### config.mk
export PLATFORM = sky130hd
export DESIGN_NAME = vga_console_writer_flat
export DESIGN_NICKNAME = d
export VERILOG_FILES = /design/src/rtl/console_pkg.sv /design/src/rtl/vga_console_writer_if.sv /design/src/rtl/console_cursor.sv /design/src/rtl/vga_console_writer.sv /design/src/flat_wrapper.sv
export SDC_FILE = /design/constraint.sdc
export NUM_CORES = 1
export LEC_CHECK = 0
export ABC_AREA = 0
export CAP_MARGIN = 20
export CORE_MARGIN = 5
export CORE_UTILIZATION = 55
export DETAILED_ROUTE_END_ITERATION = 12
export PLACE_DENSITY_LB_ADDON = 0.3
export SLEW_MARGIN = 25
export SYNTH_ARGS = -nofsm -noshare
export SYNTH_HDL_FRONTEND = slang
export SYNTH_SLANG_ARGS = --single-unit
### constraint.sdc
create_clock -name clk50_in -period 2.6 [get_ports clk50_in]
set_input_delay 0.65 -clock clk50_in [delete_from_list [all_inputs] [get_ports clk50_in]]
set_output_delay 0.65 -clock clk50_in [all_outputs]
set_load 0.01 [all_outputs]
### src/rtl/console_pkg.sv
// Shared definitions for the VGA text-console writer: FSM states, control
// codes and the vmem address layout (row in the upper bits, column in the
// lower ROW_SHIFT bits).
package console_pkg;

    localparam int VMEM_AW   = 12;
    localparam int ROW_SHIFT = 7;
    localparam int ROW_W     = VMEM_AW - ROW_SHIFT;

    localparam logic [7:0] CC_BS = 8'h08;
    localparam logic [7:0] CC_LF = 8'h0A;
    localparam logic [7:0] CC_FF = 8'h0C;
    localparam logic [7:0] CC_CR = 8'h0D;

    typedef enum logic [2:0] {
        CLR_ALL,
        IDLE,
        WRITE,
        CLR_ROW,
        ERASE,
        DRAW
    } state_t;

    // vmem address of a cell: col | (row << ROW_SHIFT)
    function automatic logic [VMEM_AW-1:0] cell_addr(
        input logic [ROW_W-1:0]     row,
        input logic [ROW_SHIFT-1:0] col
    );
        return {row, col};
    endfunction

endpackage

### src/rtl/vga_console_writer_if.sv
// Byte handshake from the CPU plus the vmem write port and cursor position
// of the console writer. The master side is the byte source / observer.
interface vga_console_writer_if;
    import console_pkg::*;

    logic [7:0]                 char_in;
    logic                       char_valid;
    logic                       char_ready;
    logic [VMEM_AW-1:0]         vmem_addr;
    logic [7:0]                 vmem_data;
    logic                       vmem_we;
    logic [ROW_SHIFT-1:0]       cursor_col;
    logic [ROW_W-1:0]           cursor_row;

    modport master (
        output char_in, char_valid,
        input  char_ready, vmem_addr, vmem_data, vmem_we, cursor_col, cursor_row
    );

    modport slave (
        input  char_in, char_valid,
        output char_ready, vmem_addr, vmem_data, vmem_we, cursor_col, cursor_row
    );
endinterface

### src/rtl/console_cursor.sv
// Cursor position registers. inc wraps at the last column and reports the
// resulting row advance on o_advance; dec saturates at column 0 and never
// moves to the previous row.
module console_cursor
    import console_pkg::*;
#(
    parameter int COLS = 80,
    parameter int ROWS = 30
) (
    input  logic                 clk,
    input  logic                 rst,
    input  logic                 i_inc,
    input  logic                 i_dec,
    input  logic                 i_home_col,
    input  logic                 i_newline,
    input  logic                 i_home,
    output logic [ROW_SHIFT-1:0] o_col,
    output logic [ROW_W-1:0]     o_row,
    output logic                 o_advance,
    output logic [VMEM_AW-1:0]   o_addr
);

    localparam logic [ROW_SHIFT-1:0] LAST_COL = ROW_SHIFT'(COLS - 1);
    localparam logic [ROW_W-1:0]     LAST_ROW = ROW_W'(ROWS - 1);

    logic [ROW_SHIFT-1:0] r_col;
    logic [ROW_W-1:0]     r_row;
    logic                 w_row_adv;

    assign o_advance = i_inc && (r_col == LAST_COL);
    assign w_row_adv = o_advance || i_newline;
    assign o_col     = r_col;
    assign o_row     = r_row;
    assign o_addr    = cell_addr(r_row, r_col);

    // Column/row update; row wraps from the last row back to the top.
    always_ff @(posedge clk or posedge rst) begin
        if (rst) begin
            r_col <= '0;
            r_row <= '0;
        end else if (i_home) begin
            r_col <= '0;
            r_row <= '0;
        end else begin
            if (i_inc) begin
                r_col <= (r_col == LAST_COL) ? '0 : r_col + 1'b1;
            end else if (i_dec) begin
                r_col <= (r_col == '0) ? '0 : r_col - 1'b1;
            end else if (i_home_col || i_newline) begin
                r_col <= '0;
            end
            if (w_row_adv) begin
                r_row <= (r_row == LAST_ROW) ? '0 : r_row + 1'b1;
            end
        end
    end

endmodule

### src/rtl/vga_console_writer.sv
// Character-stream writer for the 80x30 text vmem. Accepts one byte per
// handshake, interprets CR/LF/BS/FF, writes glyphs at the cursor and blanks
// rows as the cursor enters them. All vmem outputs are registered, so each
// write strobe appears one cycle after the state that produced it.
// Optional cursor glyph drawing: define CONSOLE_CURSOR_EN.
module vga_console_writer
    import console_pkg::*;
#(
    parameter int         COLS         = 80,
    parameter int         ROWS         = 30,
    parameter logic [7:0] BLANK        = 8'h20,
    parameter logic [7:0] CURSOR_GLYPH = 8'h5F
) (
    input  logic                 clk50_in,
    input  logic                 rst,
    vga_console_writer_if.slave  bus
);

`ifdef CONSOLE_CURSOR_EN
    localparam state_t ST_AFTER_CLR = DRAW;
`else
    localparam state_t ST_AFTER_CLR = IDLE;
`endif

    state_t                r_state, w_state_next;
    logic [VMEM_AW-1:0]    r_cnt, w_cnt_next;

    // Work latched at accept time and replayed by WRITE.
    logic                  r_pend_we, w_pend_we_n;
    logic [VMEM_AW-1:0]    r_pend_addr, w_pend_addr_n;
    logic [7:0]            r_pend_data, w_pend_data_n;
    logic                  r_pend_adv, w_pend_adv_n;
`ifdef CONSOLE_CURSOR_EN
    logic                  r_pend_draw, w_pend_draw_n;
    logic [VMEM_AW-1:0]    r_erase_addr, w_erase_addr_n;
    state_t                r_pend_after, w_pend_after_n;
`else
    logic                  w_unused_cfg;
    assign w_unused_cfg = ^CURSOR_GLYPH;
`endif

    logic                  r_vmem_we;
    logic [VMEM_AW-1:0]    r_vmem_addr;
    logic [7:0]            r_vmem_data;
    logic                  w_we;
    logic [VMEM_AW-1:0]    w_addr;
    logic [7:0]            w_data;

    logic                  w_inc, w_dec, w_home_col, w_newline, w_home;
    logic [ROW_SHIFT-1:0]  w_col;
    logic [ROW_W-1:0]      w_row;
    logic                  w_advance;
    logic [VMEM_AW-1:0]    w_cur_addr;

    console_cursor #(.COLS(COLS), .ROWS(ROWS)) u_cursor (
        .clk        (clk50_in),
        .rst        (rst),
        .i_inc      (w_inc),
        .i_dec      (w_dec),
        .i_home_col (w_home_col),
        .i_newline  (w_newline),
        .i_home     (w_home),
        .o_col      (w_col),
        .o_row      (w_row),
        .o_advance  (w_advance),
        .o_addr     (w_cur_addr)
    );

    assign bus.char_ready = (r_state == IDLE);
    assign bus.vmem_we    = r_vmem_we;
    assign bus.vmem_addr  = r_vmem_addr;
    assign bus.vmem_data  = r_vmem_data;
    assign bus.cursor_col = w_col;
    assign bus.cursor_row = w_row;

    // Next-state, byte decode, cursor commands and the write to be registered.
    always_comb begin
        w_state_next  = r_state;
        w_cnt_next    = '0;
        w_we          = 1'b0;
        w_addr        = '0;
        w_data        = '0;
        w_inc         = 1'b0;
        w_dec         = 1'b0;
        w_home_col    = 1'b0;
        w_newline     = 1'b0;
        w_home        = 1'b0;
        w_pend_we_n   = r_pend_we;
        w_pend_addr_n = r_pend_addr;
        w_pend_data_n = r_pend_data;
        w_pend_adv_n  = r_pend_adv;
`ifdef CONSOLE_CURSOR_EN
        w_pend_draw_n  = r_pend_draw;
        w_erase_addr_n = r_erase_addr;
        w_pend_after_n = r_pend_after;
`endif
        unique case (r_state)
            CLR_ALL: begin
                w_we       = 1'b1;
                w_addr     = r_cnt;
                w_data     = BLANK;
                w_cnt_next = r_cnt + 1'b1;
                if (r_cnt == '1) w_state_next = ST_AFTER_CLR;
            end
            IDLE: begin
                if (bus.char_valid) begin
                    w_state_next  = WRITE;
                    w_pend_we_n   = 1'b0;
                    w_pend_adv_n  = 1'b0;
                    w_pend_addr_n = w_cur_addr;
                    w_pend_data_n = bus.char_in;
`ifdef CONSOLE_CURSOR_EN
                    w_pend_draw_n  = 1'b0;
                    w_erase_addr_n = w_cur_addr;
`endif
                    if (bus.char_in >= 8'h20) begin
                        w_inc        = 1'b1;
                        w_pend_we_n  = 1'b1;
                        w_pend_adv_n = w_advance;
`ifdef CONSOLE_CURSOR_EN
                        w_pend_draw_n = 1'b1;
`endif
                    end else begin
                        case (bus.char_in)
                            CC_CR: begin
                                w_home_col = 1'b1;
`ifdef CONSOLE_CURSOR_EN
                                w_state_next   = ERASE;
                                w_pend_after_n = DRAW;
`endif
                            end
                            CC_LF: begin
                                w_newline    = 1'b1;
                                w_state_next = CLR_ROW;
`ifdef CONSOLE_CURSOR_EN
                                w_state_next   = ERASE;
                                w_pend_after_n = CLR_ROW;
`endif
                            end
                            CC_BS: begin
                                if (w_col != '0) begin
                                    w_dec         = 1'b1;
                                    w_pend_we_n   = 1'b1;
                                    w_pend_addr_n = cell_addr(w_row, w_col - 1'b1);
                                    w_pend_data_n = BLANK;
`ifdef CONSOLE_CURSOR_EN
                                    w_pend_draw_n  = 1'b1;
                                    w_state_next   = ERASE;
                                    w_pend_after_n = WRITE;
`endif
                                end
                            end
                            CC_FF: begin
                                w_home       = 1'b1;
                                w_state_next = CLR_ALL;
                            end
                            default: ;
                        endcase
                    end
                end
            end
            WRITE: begin
                w_we   = r_pend_we;
                w_addr = r_pend_addr;
                w_data = r_pend_data;
                if (r_pend_adv) begin
                    w_state_next = CLR_ROW;
                end else begin
`ifdef CONSOLE_CURSOR_EN
                    w_state_next = r_pend_draw ? DRAW : IDLE;
`else
                    w_state_next = IDLE;
`endif
                end
            end
            CLR_ROW: begin
                w_we       = 1'b1;
                w_addr     = cell_addr(w_row, r_cnt[ROW_SHIFT-1:0]);
                w_data     = BLANK;
                w_cnt_next = r_cnt + 1'b1;
                if (r_cnt[ROW_SHIFT-1:0] == ROW_SHIFT'(COLS - 1)) w_state_next = ST_AFTER_CLR;
            end
`ifdef CONSOLE_CURSOR_EN
            ERASE: begin
                w_we         = 1'b1;
                w_addr       = r_erase_addr;
                w_data       = BLANK;
                w_state_next = r_pend_after;
            end
            DRAW: begin
                w_we         = 1'b1;
                w_addr       = w_cur_addr;
                w_data       = CURSOR_GLYPH;
                w_state_next = IDLE;
            end
`endif
            default: w_state_next = CLR_ALL;
        endcase
    end

    // State, clear counter and pending-write registers.
    always_ff @(posedge clk50_in or posedge rst) begin
        if (rst) begin
            r_state     <= CLR_ALL;
            r_cnt       <= '0;
            r_pend_we   <= 1'b0;
            r_pend_addr <= '0;
            r_pend_data <= '0;
            r_pend_adv  <= 1'b0;
`ifdef CONSOLE_CURSOR_EN
            r_pend_draw  <= 1'b0;
            r_erase_addr <= '0;
            r_pend_after <= IDLE;
`endif
        end else begin
            r_state     <= w_state_next;
            r_cnt       <= w_cnt_next;
            r_pend_we   <= w_pend_we_n;
            r_pend_addr <= w_pend_addr_n;
            r_pend_data <= w_pend_data_n;
            r_pend_adv  <= w_pend_adv_n;
`ifdef CONSOLE_CURSOR_EN
            r_pend_draw  <= w_pend_draw_n;
            r_erase_addr <= w_erase_addr_n;
            r_pend_after <= w_pend_after_n;
`endif
        end
    end

    // Registered vmem write port.
    always_ff @(posedge clk50_in or posedge rst) begin
        if (rst) begin
            r_vmem_we   <= 1'b0;
            r_vmem_addr <= '0;
            r_vmem_data <= '0;
        end else begin
            r_vmem_we   <= w_we;
            r_vmem_addr <= w_addr;
            r_vmem_data <= w_data;
        end
    end

endmodule
### src/flat_wrapper.sv
// flat-port wrapper written by rule: the top's interface ports become plain ports
module vga_console_writer_flat import console_pkg::*;
#(
    parameter int         COLS         = 80,
    parameter int         ROWS         = 30,
    parameter logic [7:0] BLANK        = 8'h20,
    parameter logic [7:0] CURSOR_GLYPH = 8'h5F
)
  (clk50_in, rst, bus_char_in, bus_char_valid, bus_char_ready, bus_vmem_addr, bus_vmem_data, bus_vmem_we, bus_cursor_col, bus_cursor_row);
  vga_console_writer_if bus_i ();
  input  logic clk50_in;
  input  logic rst;
  input wire logic [$bits(bus_i.char_in)-1:0] bus_char_in;
  input wire logic [$bits(bus_i.char_valid)-1:0] bus_char_valid;
  output wire logic [$bits(bus_i.char_ready)-1:0] bus_char_ready;
  output wire logic [$bits(bus_i.vmem_addr)-1:0] bus_vmem_addr;
  output wire logic [$bits(bus_i.vmem_data)-1:0] bus_vmem_data;
  output wire logic [$bits(bus_i.vmem_we)-1:0] bus_vmem_we;
  output wire logic [$bits(bus_i.cursor_col)-1:0] bus_cursor_col;
  output wire logic [$bits(bus_i.cursor_row)-1:0] bus_cursor_row;
  assign bus_i.char_in = bus_char_in;
  assign bus_i.char_valid = bus_char_valid;
  assign bus_char_ready = bus_i.char_ready;
  assign bus_vmem_addr = bus_i.vmem_addr;
  assign bus_vmem_data = bus_i.vmem_data;
  assign bus_vmem_we = bus_i.vmem_we;
  assign bus_cursor_col = bus_i.cursor_col;
  assign bus_cursor_row = bus_i.cursor_row;
  vga_console_writer #(.COLS(COLS), .ROWS(ROWS), .BLANK(BLANK), .CURSOR_GLYPH(CURSOR_GLYPH)) u_core (.clk50_in(clk50_in), .rst(rst), .bus(bus_i));
endmodule
==> results of run 1 <==
## cell families (layout without fill, tap and decap cells)
| family | Yosys count | after routing | synth area share |
|---|---|---|---|
| AO/OA/AOI/OAI | 69 | 69 | 0.138 |
| buffers and inverters | 25 | 92 | 0.0310 |
| flip-flops | 69 | 69 | 0.516 |
| multiplexers | 2 | 2 | 0.00635 |
| adder cells (fa/ha/maj) | 10 | 10 | 0.0374 |
| AND/OR/NAND/NOR | 169 | 169 | 0.240 |
| XOR/XNOR | 12 | 12 | 0.0314 |
## Yosys cell counts, types with 2 or more instances
library cell and count:
nor2_1 46, nand4_1 7, and3_1 4, xor2_1 8, o21ai_1 4, nor2b_1 4, nand2b_1 5, nor4_1 2
a22oi_1 9, a222oi_1 5, nand3_1 13, nor3_1 4, a31oi_1 4, a221o_1 2, xnor2_1 4, and2_1 10
ha_1 10, clkbuf_1 11, a21oi_1 14, buf_1 2, nand2_1 62, or3_1 3, o21ai_0 15, inv_1 8
a221oi_1 3, buf_2 2, dfrtp_1 69
## through the flow
stage	worst slack (ns)	total power, mW	utilization
global route	0.000698	4.14	0.710
global placement	0.0533	2.96	0.678
detailed placement	-0.0557	3.01	0.678
CTS	0.149	3.89	0.710
finish	0.156	3.89	0.710
floorplan	0.210	2.39	-
## worst min-delay path, stage by stage, from the launching register on
cell,delay (ns)
dfrtp_1,0.34
nand2_1,0.05
nand2_1,0.06
## per-layer routing
metal,GRT usage,wire length (µm),vias to the layer above
met2,0.392,4260,123
met5,0,0,-
li1,-,-,1367
met3,0.0470,600,24
met1,0.338,3600,1425
met4,0.106,211,0
## cell type report
type	count	area, µm²	area share
sequential	69	1730	0.411
timing repair buffer	67	638	0.152
clock inverter	4	47.5	0.0113
inverter	9	33.8	0.00804
clock buffer	12	145	0.0345
tap	75	93.8	0.0223
multi-input combinational	262	1520	0.361
## flip-flops by register name, summed over array words and instances (netlist names), 2 cells and up
signal	flops
u_core.r_state	2
u_core.r_cnt	12
u_core.u_cursor.o_col	7
u_core.bus.vmem_addr	12
u_core.r_pend_addr	12
u_core.bus.vmem_data	8
u_core.r_pend_data	8
u_core.u_cursor.o_row	5
## power breakdown
part / leakage [nW] / internal [mW] / switching [mW] / total (mW)
clock network: 0.0964 / 0.467 / 0.404 / 0.871
registers: 0.916 / 1.32 / 0.157 / 1.48
logic: 0.900 / 0.650 / 0.890 / 1.54
## path summary, 6_finish.rpt
check	end	slack (ns)	depth (start not counted)
max	bus_char_ready	0.16	3
min	u_core.r_pend_data[4]	0.48	2
max reg2reg	u_core.u_cursor.o_row[3]	0.21	9
min reg2reg	u_core.r_pend_data[4]	0.48	2
max in group asynchronous	u_core.u_cursor.o_col[0]	1.43	3
min in group asynchronous	u_core.r_pend_we	0.67	2
==> flow_summary.yaml, run 1 <==
flow_run:
  maxCapViolations: 0
clock_tree:
  postCtsSetupRepairBufs: 0
  cts_sinks: 69
  cts_tree: "done"
  path_clk_slew_ns: 0.07
  cts_buffer_depth: 2
  ctsHtreeMaxLevel: 3
  clock_latency_ns: 0.34
  cts_made_buffers: 9
  cts_resized: 0
  cts-root-buf: "clkbuf_8"
  ctsHoldBuffers: 0
global_route:
  antenna_found_initial: 0
  gr-total-overflow: 0
  grt_pass1_vias: 2936
  grt_pass1_wl_mm: 14.6
  grt_use_total: 0.248
  grt_max_degree: 26
sta:
  fin_hold_ws_ns: 0.479
  fin_crit_ns: 2.44
  clock.fmax_mhz: 409
  finalCritPeriodShare: 0.940
  fin_setup_tns_ns: 0
  fin_skew_ns: 0.00571
  tightest_slew_ns: 0.794
  relSlewSlack: 0.471
  hold_viol_final: 0
  finalMaxSlewViolations: 0
  rsz0062_at_grt: "false"
  finalSetupViolCount: 0
hold_path:
  worstHoldStart: "u_core.r_pend_data[4]"
  holdCritPathClass: "flip-flop to flip-flop"
setup_path:
  r2r-start: "u_core.r_state[1]"
  worstPathRequired_ns: 1.95
  slowest_stage: "clkdlybuf4s50_1"
  slowest_delay_ns: 0.60
  cp_num_buf_inv: 2
  critPathKind: "flip-flop to output pin"
  critPathCaptureType: "output pin"
  critPathTopFamily: "buffers and inverters"
  startpoint: "u_core.r_state[1]"
  crit_chain: "inv_1, ha_1, clkdlybuf4s50_1"
  critPathMaxFanout: 8
  start_kind: "flip-flop"
  worstPathArrival_ns: 1.79
yosys:
  yosysTopAreaCell: "dfrtp_1"
  async_flop_share: 1.00
  synthCells: 356
  synth.distinct_cells: 53
  ys_seq_elements: 69
  syn_nets: 377
  synth-edff-count: 0
  synth_top_area_frac: 0.516
  yosysWarnings: 0
  syn_area_per_cell_um2: 9.41
  synthTopCellsByArea: "dfrtp_1 (52%), nand2_1 (6.9%), nor2_1 (5.2%), ha_1 (3.7%), o21ai_0 (2.2%)"
  synthFlopType: "dfrtp_1"
  post_synth_instance_area_um2: 3350
  ys_seq_area_frac: 0.516
detailed_routing:
  vias_per_cell: 5.90
  drt_iter0_drc: 284
  drc_errors: 0
  ant_nets: 0
  wl_per_cell_um: 17.4
  first_pass_iters: 5
  wl_mm: 8.67
  via_count: 2939
finish:
  syn_to_final_growth_pct: 25.5
  final_common_cell: "dfrtp_1"
  final_cell_mix: "dfrtp_1 (69), nand2_1 (62), nor2_1 (46)"
  drive_gt1_frac: 0.109
  nets: 439
  fillers: 462
  n_antenna_cell: 0
  instances_no_fill: 498
  design_area_um2: 4200
power:
  irDropWorstVdd_uv: 556
  power_density_nw_per_um2: 925
  p_leak_nw: 1.91
place:
  io_buffers: 44
  place.gp.congestion: 0.938
  hpwl_mm: 6.22
  dpl_cell_area_um2: 4010
  place_inst: 482
floorplanning:
  die_h_um: 88.0
  die_area_um2: 7750
  num_io_pins: 45
  start_util: 0.566
  core_um2: 5920
  die_width_um: 88.0
  row_count: 28
run_status:
  status: "complete, no violations"
Power figures use the tool's default switching activity.
==> run 2, diff against run 1 <==
Settings changed: REMOVE_ABC_BUFFERS set to 1.
==> run 2 against run 1 <==
Via count fell by 1.3%. Worst setup slack improved by 0.041 ns. Global-route usage fell by 1.0 points. Clock skew rose by 0.0016 ns. Register-to-register slack improved by 0.03 ns. Sequential share of layout area rose by 0.78 points. Sequential power barely moved. Flip-flop and latch count did not move. Die area did not move. Largest power group unchanged.
==> flow_summary.yaml, run 2 (synthesized netlist as in run 1, its figures left out) <==
sta:
  hold_viol_final: 0
  fin_ws_ns: 0.197
  fin_setup_tns_ns: 0
  clock.fmax_mhz: 416
  rsz0062_at_grt: "false"
  finalSetupViolCount: 0
  fin_skew_ns: 0.00727
  finalMaxSlewViolations: 0
  finalCritPeriodShare: 0.924
  tightest_slew_ns: 0.820
  fin_crit_ns: 2.40
  relSlewSlack: 0.453
detailed_routing:
  wl_mm: 8.40
  ant_nets: 0
  first_pass_iters: 6
  via_count: 2900
  drt_iter0_drc: 350
  vias_per_cell: 5.92
  drc_errors: 0
  wl_per_cell_um: 17.1
place:
  io_buffers: 44
  place.gp.congestion: 0.948
  preCtsSetupSlack_ns: 0.0241
  hpwl_mm: 5.97
  place_inst: 475
setup_path:
  start_kind: "flip-flop"
  slowest_stage: "clkdlybuf4s50_1"
  crit_chain: "inv_1, ha_1, clkdlybuf4s50_1"
  cp_num_buf_inv: 2
  cp.depth: 3
  r2r_slack_ns: 0.24
  startpoint: "u_core.r_state[1]"
  r2r_end: "u_core.u_cursor.o_col[6]"
  critPathCaptureType: "output pin"
  r2r-start: "u_core.u_cursor.o_col[1]"
  critPathTopFamily: "buffers and inverters"
  critPathKind: "flip-flop to output pin"
  worstPathRequired_ns: 1.95
  r2r_cells: 10
  critPathMaxFanout: 5
  worstPathArrival_ns: 1.75
  critPathCapture: "bus_char_ready"
  slowest_delay_ns: 0.59
clock_tree:
  clock_latency_ns: 0.34
  cts_resized: 0
  postCtsSetupRepairBufs: 0
  ctsHtreeMaxLevel: 3
  ctsHoldBuffers: 0
  cts_buffer_depth: 2
  cts_sinks: 69
  cts-root-buf: "clkbuf_8"
  cts_made_buffers: 9
  path_clk_slew_ns: 0.07
  cts_tree: "done"
global_route:
  grt_max_degree: 28
  grt_pass1_wl_mm: 14.2
  grt_use_total: 0.238
  met2_usage: 0.375
  busiest_layer: "met2"
  gr-usage-met3: 0.0357
  grt_pass1_vias: 2897
  gr-total-overflow: 0
  antenna_found_initial: 0
  met1_usage: 0.325
power:
  p_sw_mw: 1.45
  power_density_nw_per_um2: 916
  intPower_mw: 2.32
  pwr-share-comb: 0.400
  p_leak_nw: 1.87
  p_clk_frac: 0.204
  pwr-share-seq: 0.396
  irDropWorstVdd_uv: 598
  p_sw_frac: 0.385
floorplanning:
  die_width_um: 88.0
  die_area_um2: 7750
  core_um2: 5920
  start_util: 0.566
  num_io_pins: 45
  die_h_um: 88.0
  row_count: 28
finish:
  fillers: 467
  n_antenna_cell: 0
  drive_gt1_frac: 0.0940
  instances_no_fill: 490
  multi_input_area_um2: 1520
  final_cell_mix: "dfrtp_1 (69), nand2_1 (62), nor2_1 (46)"
  syn_to_final_growth_pct: 23.2
  final_common_cell: "dfrtp_1"
  nets: 432
  seqCellArea_um2: 1730
hold_path:
  worstHoldStart: "u_core.r_pend_data[1]"
  holdCritPathClass: "flip-flop to flip-flop"
run_status:
  status: "complete, no violations"
flow_run:
  maxCapViolations: 0
==> run 2: changes by cell type in the layout (fill, tap and decap cells not counted) <==
cell        delta
buf_4          -7
bufinv_16      -1
clkbuf_1       -1
clkinvlp_4     +1
o21ai_0        +1
o21ai_1        -1
==> run 2: per-layer routing <==
metal  vias to the layer above  wire, µm
met5                         -         0
met4                         0       212
met3                        18       434
met2                       133      4000
met1                      1398      3750
li1                       1351         -
==> run 2: worst min-delay path by stage <==
stage | to | slack, ns | cells after the start
finish | u_core.r_pend_data[1] | 0.48 | 2
global route | u_core.r_pend_data[2] | 0.51 | 2
CTS | u_core.r_pend_data[1] | 0.48 | 2
detailed placement | u_core.r_pend_data[1] | 0.46 | 2
global placement | u_core.r_pend_data[4] | 0.45 | 2
floorplan | u_core.r_pend_data[0] | 0.44 | 2
==> run 2: power groups by stage <==
stage               logic, mW  clock network [mW]  registers (mW)
finish                   1.51               0.770            1.50
global route             1.66               0.820            1.53
CTS                      1.50               0.778            1.49
detailed placement       1.49                   0            1.51
global placement         1.45                   0            1.49
floorplan               0.791                   0            1.53
==> run 2: cell type report <==
| class | count | area share |
|---|---|---|
| clock buffer | 11 | 0.0343 |
| clock inverter | 4 | 0.00607 |
| inverter | 9 | 0.00819 |
| multi-input combinational | 262 | 0.368 |
| sequential | 69 | 0.419 |
| tap | 75 | 0.0227 |
| timing repair buffer | 60 | 0.142 |
==> run 2: metrics by stage <==
step	hold WS, ns	cell area (µm²)	util	power [mW]
after global routing	0.506	4130	0.697	4.01
after global placement	0.449	3960	0.669	2.95
final	0.476	4130	0.697	3.78
after detailed placement	0.459	3960	0.669	3.00
after floorplan	0.437	3280	-	2.32
after CTS	0.478	4130	0.697	3.77
==> run 2: worst reg2reg max path, delay by kind of cell, from the launching register on <==
kind	cells	cell delay, ns
flops	1	0.47
simple gates	4	1.04
compound gates	2	0.20
buf+inv	3	0.40
fa+ha+maj	1	0.18
==> run 3, diff against run 2 <==
Settings changed: SETUP_SLACK_MARGIN set to 0.15.
==> run 3 against run 2 <==
Flip-flop and latch count stayed put. Largest power group unchanged. Critical path depth did not move. Clock-buffer cell count unchanged. Worst setup slack gained 0.077 ns. Largest cell class unchanged. Via count fell by 0.28%.
==> flow_summary.yaml, run 3 (synthesized netlist as in run 1, its figures left out) <==
detailed_routing:
  wl_per_cell_um: 17.0
  drc_errors: 0
  via_count: 2892
  first_pass_iters: 5
  ant_nets: 0
  drt_iter0_drc: 359
  wl_mm: 8.33
  vias_per_cell: 5.90
sta:
  rsz0062_at_grt: "false"
  fin_setup_tns_ns: 0
  fin_skew_ns: 0.00758
  relSlewSlack: 0.457
  finalMaxSlewViolations: 0
  finalCritPeriodShare: 0.895
  tightest_slew_ns: 0.815
  fin_hold_ws_ns: 0.476
  fin_ws_ns: 0.274
  clock.fmax_mhz: 430
  fin_crit_ns: 2.33
  hold_viol_final: 0
  finalSetupViolCount: 0
place:
  io_buffers: 44
  place.gp.congestion: 0.948
  preCtsSetupSlack_ns: 0.0241
  dpl_cell_area_um2: 3960
  hpwl_mm: 5.97
global_route:
  grt_pass1_vias: 2897
  antenna_found_initial: 0
  grt_pass1_wl_mm: 14.2
  grt_max_degree: 28
  grt_use_total: 0.238
  gr-total-overflow: 0
finish:
  finish.utilization: 0.698
  drive_gt1_frac: 0.101
  seqCellArea_um2: 1730
  design_area_um2: 4140
  fillers: 466
  multi_input_area_um2: 1530
  final_common_cell: "dfrtp_1"
  n_antenna_cell: 0
  nets: 432
  syn_to_final_growth_pct: 23.5
  final_cell_mix: "dfrtp_1 (69), nand2_1 (62), nor2_1 (46)"
setup_path:
  critPathMaxFanout: 5
  slowest_stage: "clkdlybuf4s50_1"
  worstPathRequired_ns: 1.95
  worstPathArrival_ns: 1.68
  crit_chain: "inv_1, ha_2, clkdlybuf4s50_1"
  start_kind: "flip-flop"
  critPathKind: "flip-flop to output pin"
  critPathCaptureType: "output pin"
  slowest_delay_ns: 0.56
floorplanning:
  core_um2: 5920
  num_io_pins: 45
  start_util: 0.566
  die_area_um2: 7750
  die_h_um: 88.0
  row_count: 28
  die_width_um: 88.0
clock_tree:
  cts_tree: "done"
  postCtsSetupRepairBufs: 0
  ctsHtreeMaxLevel: 3
  cts_sinks: 69
  cts-root-buf: "clkbuf_8"
  cts_buffer_depth: 2
  cts_made_buffers: 9
  clock_latency_ns: 0.35
  path_clk_slew_ns: 0.07
hold_path:
  holdCritPathClass: "flip-flop to flip-flop"
power:
  p_leak_nw: 1.87
  irDropWorstVdd_uv: 602
  power_density_nw_per_um2: 915
run_status:
  status: "complete, no violations"
flow_run:
  maxCapViolations: 0
## run 3: cell types whose count changed in the layout (fill, tap and decap cells not counted)
cell,delta
nor3b_1,-1
or3b_4,+1
ha_1,-1
ha_2,+1
or3b_1,-1
nor3b_2,+1
## run 3: metal layers
layer	GRT usage	up-vias	routed length [µm]
met5	0	-	0
met4	0.113	0	229
met3	0.0357	25	475
met2	0.375	124	3930
met1	0.325	1392	3700
li1	-	1351	-
## run 3: path summary, 6_finish.rpt
path	start	to	slack [ns]	depth (start not counted)
setup / recovery	u_core.r_state[1]	bus_char_ready	0.27	3
hold / removal	u_core.r_pend_data[1]	u_core.r_pend_data[1]	0.48	2
setup reg to reg	u_core.u_cursor.o_col[1]	u_core.r_pend_addr[0]	0.32	9
hold reg to reg	u_core.r_pend_data[1]	u_core.r_pend_data[1]	0.48	2
max in group asynchronous	rst	u_core.u_cursor.o_row[3]	1.41	3
min in group asynchronous	rst	u_core.r_pend_data[5]	0.66	2
## run 3: critical path, delay by kind of cell (launching register included)
family | cells | cell delay [ns]
flops | 1 | 0.40
fa+ha+maj | 1 | 0.26
buf+inv | 2 | 0.67
## run 3: where the power goes
group	internal (mW)	switching, mW	total [mW]
combinational	0.652	0.867	1.52
clock	0.364	0.403	0.767
sequential	1.32	0.179	1.50
total	2.34	1.45	3.79
## run 3: layout make-up
| cell class | count | share of cell area |
|---|---|---|
| well taps | 75 | 0.0227 |
| flip-flops and latches | 69 | 0.418 |
| clock buffers | 11 | 0.0342 |
| inverters | 9 | 0.00817 |
| repair buffers | 60 | 0.142 |
| clock inverters | 4 | 0.00605 |
| multi-input cells | 262 | 0.370 |
## run 3: timing repair
item	in CTS	in global routing
setup endpoints to repair	0	8
hold buffers	0	0
gates resized for setup	0	3
## run 3: metrics by stage
stage	total power [mW]	cells
after floorplan	2.32	340
after global placement	2.95	475
after detailed placement	3.00	475
after CTS	3.77	490
after global routing	4.03	490
final	3.79	490
